### src/rtl/fpu_issue_pkg.sv
// rtl/fpu_issue_pkg.sv - shared op codes, instruction field layout and FP classification masks
package fpu_issue_pkg;

  localparam logic [1:0] OP_ADD = 2'b00;
  localparam logic [1:0] OP_SUB = 2'b01;
  localparam logic [1:0] OP_DIV = 2'b10;
  localparam logic [1:0] OP_MUL = 2'b11;

  localparam logic [1:0]  FP_MAJOR = 2'b11;
  localparam logic [31:0] NOP_WORD = 32'h0000_0000;

  localparam int OP_MSB  = 31;
  localparam int OP_LSB  = 30;
  localparam int RS1_MSB = 29;
  localparam int RS1_LSB = 25;
  localparam int RS2_MSB = 24;
  localparam int RS2_LSB = 20;
  localparam int MAJ_MSB = 1;
  localparam int MAJ_LSB = 0;

  localparam logic [31:0] EXP_MASK = 32'h7F80_0000;
  localparam logic [31:0] MAN_MASK = 32'h007F_FFFF;

  typedef enum logic [1:0] {IDLE, WAIT, RESP} state_t;

  function automatic logic is_nan(input logic [31:0] v);
    return ((v & EXP_MASK) == EXP_MASK) && ((v & MAN_MASK) != 32'h0);
  endfunction

  function automatic logic is_inf(input logic [31:0] v);
    return ((v & EXP_MASK) == EXP_MASK) && ((v & MAN_MASK) == 32'h0);
  endfunction

endpackage

### src/rtl/fpu_instr_encoder.sv
// rtl/fpu_instr_encoder.sv - combinational op/rs1/rs2 to 32-bit FP instruction word
module fpu_instr_encoder
  import fpu_issue_pkg::*;
(
  input  logic [1:0]  op,
  input  logic [4:0]  rs1,
  input  logic [4:0]  rs2,
  output logic [31:0] word
);

  // Unlisted bits [19:2] stay zero from the NOP default.
  always_comb begin
    word                   = NOP_WORD;
    word[OP_MSB:OP_LSB]    = op;
    word[RS1_MSB:RS1_LSB]  = rs1;
    word[RS2_MSB:RS2_LSB]  = rs2;
    word[MAJ_MSB:MAJ_LSB]  = FP_MAJOR;
  end

endmodule

### src/rtl/fpu_issue_sequencer.sv
// rtl/fpu_issue_sequencer.sv - holds an encoded FP instruction for its op latency, then returns the sampled result
module fpu_issue_sequencer
  import fpu_issue_pkg::*;
#(
  parameter int ADDSUB_LAT = 5,
  parameter int MUL_LAT    = 5,
  parameter int DIV_LAT    = 10
) (
  input  logic        clk,
  input  logic        reset,
  input  logic        req_valid,
  output logic        req_ready,
  input  logic [1:0]  req_op,
  input  logic [4:0]  req_rs1,
  input  logic [4:0]  req_rs2,
  output logic [31:0] instruction,
  input  logic [31:0] result,
  output logic        rsp_valid,
  input  logic        rsp_ready,
  output logic [31:0] rsp_data,
  output logic [1:0]  rsp_op,
  output logic        rsp_nan,
  output logic        rsp_inf,
  output logic        busy
);

  if (ADDSUB_LAT < 1 || ADDSUB_LAT > 255 ||
      MUL_LAT    < 1 || MUL_LAT    > 255 ||
      DIV_LAT    < 1 || DIV_LAT    > 255) begin : g_bad_lat
    $error("fpu_issue_sequencer: latency parameters must lie in 1..255");
  end

  state_t      state;
  state_t      state_nxt;
  logic [7:0]  counter;
  logic [1:0]  op_q;
  logic [31:0] enc_word;
  logic [7:0]  lat_m1;
  logic        accept;

  fpu_instr_encoder u_enc (
    .op   (req_op),
    .rs1  (req_rs1),
    .rs2  (req_rs2),
    .word (enc_word)
  );

  // Counter is preloaded with LAT-1 so the word is visible for exactly LAT cycles.
  always_comb begin
    lat_m1 = 8'(ADDSUB_LAT - 1);
    case (req_op)
      OP_ADD, OP_SUB: lat_m1 = 8'(ADDSUB_LAT - 1);
      OP_MUL:         lat_m1 = 8'(MUL_LAT - 1);
      OP_DIV:         lat_m1 = 8'(DIV_LAT - 1);
      default:        lat_m1 = 8'(ADDSUB_LAT - 1);
    endcase
  end

  assign accept = (state == IDLE) && req_valid;

  always_ff @(posedge clk) begin
    if (reset) state <= IDLE;
    else       state <= state_nxt;
  end

  always_comb begin
    state_nxt = state;
    case (state)
      IDLE:    if (req_valid)       state_nxt = WAIT;
      WAIT:    if (counter == 8'd0) state_nxt = RESP;
      RESP:    if (rsp_ready)       state_nxt = IDLE;
      default:                      state_nxt = IDLE;
    endcase
  end

  always_ff @(posedge clk) begin
    if (reset) begin
      instruction <= NOP_WORD;
      counter     <= 8'd0;
      op_q        <= 2'b00;
      rsp_data    <= 32'h0;
      rsp_op      <= 2'b00;
      rsp_nan     <= 1'b0;
      rsp_inf     <= 1'b0;
    end else if (accept) begin
      instruction <= enc_word;
      counter     <= lat_m1;
      op_q        <= req_op;
    end else if (state == WAIT) begin
      if (counter == 8'd0) begin
        // Flags come from the same sample as rsp_data, never the live bus later.
        rsp_data    <= result;
        rsp_op      <= op_q;
        rsp_nan     <= is_nan(result);
        rsp_inf     <= is_inf(result);
        instruction <= NOP_WORD;
      end else begin
        counter <= counter - 8'd1;
      end
    end
  end

  assign req_ready = (state == IDLE);
  assign rsp_valid = (state == RESP);
  assign busy      = (state != IDLE);

endmodule

### config.mk
export PLATFORM = sky130hd
export DESIGN_NAME = fpu_issue_sequencer
export DESIGN_NICKNAME = d
export VERILOG_FILES = /design/src/rtl/fpu_issue_pkg.sv /design/src/rtl/fpu_instr_encoder.sv /design/src/rtl/fpu_issue_sequencer.sv
export SDC_FILE = /design/constraint.sdc
export NUM_CORES = 1
export LEC_CHECK = 0
export CAP_MARGIN = 20
export CORE_ASPECT_RATIO = 1.4
export CORE_MARGIN = 8
export CORE_UTILIZATION = 40
export CTS_CLUSTER_DIAMETER = 50
export DETAILED_ROUTE_END_ITERATION = 12
export PLACE_DENSITY = 0.78
export SLEW_MARGIN = 5
export SYNTH_ARGS = -nofsm -noshare
export SYNTH_HDL_FRONTEND = slang
export SYNTH_SLANG_ARGS = --single-unit
### constraint.sdc
create_clock -name clk -period 1.99 [get_ports clk]
set_clock_uncertainty 0.1 [all_clocks]
set_input_delay 0.398 -clock clk [delete_from_list [all_inputs] [get_ports clk]]
set_output_delay 0.398 -clock clk [all_outputs]
set_load 0.03 [all_outputs]
==> impl_results.md <==
* Clk buf depth at 2
* Post-Place Cells at about 480
* Setup violators final at 0
* Commonest non-fill, non-tap cell in the layout: clkdlybuf4s50_1
* Die height at around 110 µm
* Max-cap violations at 0
* Slew margin rel. at a little under three fifths
* # Post-CTS Setup Buffers at 0
* Fin. Hold Viols at 0
* First-pass GRT wire length at 12000 µm
* Leak at ~1.4 nW
* WS Path Type: flip-flop to output pin
* Initial antenna violation count at 0
* CP delay by family, top: buffers and inverters
* Drt first pass iters at 4
* GRT overflow at 0
* Vias per cell at 5.01
* Fin crit period at about 1.9 ns
* Number of DRC markers in iteration 0 at 99
* CP Cell Sequence: clkdlybuf4s50_1
* Final worst-path cycle share at 95.7%
* Slowest CP cell: clkdlybuf4s50_1
* CP Launch Type: flip-flop
* IO buf count at 100
* Top Ports at 119
* Fillers at 567
* Hold slack final at 0.215 ns
* WL/cell at 15.0 µm
* Final nets at 470
* Synth area leader: dfxtp_1
* Via count at 2488
* Clock latency on the worst-skew pair at 0.33 ns
* Largest net degree at the start of global routing at 29
* Drt total wl at 7470 µm
* CP Data Required Time at 1.49 ns
* Reg clk slew, reported paths at 0.07 ns
* Final ANT Viol Nets at 0
* ANT cells at 0
* Cell Area, Synth at approximately 2600 µm²
* Die ar. at 9250 µm²
* Yosys reg bits at 61
* Arr. time, crit path at 1.41 ns
* Crit path capture type: output pin
* Worst Path Buf+Inv at 1
* Gp weighted congestion at 0.845
* Final Max Slew Viols at 0
* Min-Delay Path Class: input port to flip-flop
* Clock Tree Root: clkbuf_8
* Unrepaired setup endpoints after global routing: false
* Critical Path Fanout Max at 3
* Layout cells sized above 1 at 9.88%
* Run status: finished, final reports clean
* Top cells by area, synth: dfxtp_1 48%, nand2_1 13%, a21oi_1 10%
* Initial core utilization at roughly 41%
* CTS Buf Count at 9
* VDD IR max at 0.876 mV
* # rows at 34
* Hpwl dp at roughly 5700 µm
* Synthesis warning total at 0
* Area delta synth->final at 48.8%
* Ys flop type: dfxtp_1
* Drt drc at 0
* Unique masters post-synth at 40
* Pwr/cell area at 1230 nW/µm²
* Ys async rst share at 0%
* Sum of negative setup slack at 0 ns
* Die width at 83.6 µm
* Most frequent cells in the layout: 96 x clkdlybuf4s50_1, 86 x nand2_1, 61 x dfxtp_1
* All-layer global routing usage at 15.5%
* Finished Layout Cells at between 400 and 500
* Htree depth at 3
* EDFF count, synth at 0
* Top-area cell type share of the netlist area at ~48%
* Slew of the pin with the lowest slew margin at 0.631 ns
* Core area at 6210 µm²
* Syn Inst Count at 311
* CP peak stage delay at 0.70 ns
* Syn_area_per_cell at ~8.2 µm²
* CTS Sinks at 61
* Number of global-route vias before repair at 2479
* Register area share after synthesis at 47.7%
* Highest clock rate at 525 MHz
* CTS tree: done
[final timing paths]
path	to	startpoint	slack [ns]	cells after the start
worst min-delay path	state[1]	reset	0.21	2
worst min register to register	rsp_data[12]	rsp_data[12]	0.35	2
worst max-delay path	instruction[1]	instruction[1]	0.08	1
worst max register to register	counter[3]	counter[0]	0.10	6
[per-stage QoR]
step           power, mW  cell area (µm²)  setup slack, ns  utilization [%]
6_report            4.68             3810           0.0846             61.3
4_1_cts             4.70             3800           0.0565             61.2
5_1_grt             4.93             3810          0.00245             61.3
3_5_place_dp        3.55             3600           0.0499             58.0
2_1_floorplan       2.84             2620            0.233                -
3_3_place_gp        3.51             3600           0.0874             58.0
[area by class of cell]
class | instances | area [µm²] | share of cell area (%)
clock buffers | 11 | 131 | 3.45
clock inverters | 5 | 75.1 | 1.97
inverters | 4 | 15.0 | 0.394
multi-input cells | 227 | 1150 | 30.3
flip-flops and latches | 61 | 1220 | 32.1
well taps | 72 | 90.1 | 2.37
repair buffers | 117 | 1120 | 29.4
[Yosys cell counts (2+ instances only)]
master / n
nand2_1: 86
a211oi_1: 2
nor2b_1: 2
nor3b_1: 2
nand3_1: 14
nand4_1: 3
xor2_1: 3
nor4_1: 6
a21oi_1: 51
buf_4: 19
or2_2: 2
buf_6: 4
ha_1: 2
a311oi_1: 2
o2bb2ai_1: 2
dfxtp_1: 61
inv_1: 4
nor2_1: 12
clkbuf_1: 10
buf_2: 3
a32o_1: 2
[flip-flops by register name, summed over array words and instances, names as in the netlist]
name,count
counter,8
rsp_inf,1
instruction,13
rsp_data,32
op_q,2
state,2
rsp_op,2
rsp_nan,1
[power by group]
group          switching (mW)  leakage [nW]  total, mW  internal [mW]
registers               0.143         0.497       1.58           1.43
logic                    1.14         0.793       1.95          0.801
clock network           0.463         0.107       1.16          0.699
[routing by layer]
layer | vias to the layer above | GRT usage (%) | wire length, µm
li1 | 1240 | - | -
met1 | 1148 | 15.9 | 2800
met2 | 91 | 27.8 | 4080
met3 | 9 | 4.49 | 478
met4 | 0 | 7.63 | 109
met5 | - | 0 | 0
[kinds of logic after synthesis]
group,share of synthesized area [%]
AND/OR/NAND/NOR,24.8
adder cells (fa/ha/maj),0.978
XOR/XNOR,1.37
AO/OA/AOI/OAI,15.0
other,0.147
buffers and inverters,9.98
flip-flops,47.7
[timing repair]
action	CTS	global route
resized for setup	3	2
hold buffers	0	0
setup endpoints to repair	3	2
Note: power is estimated with default switching activity, not from simulation.
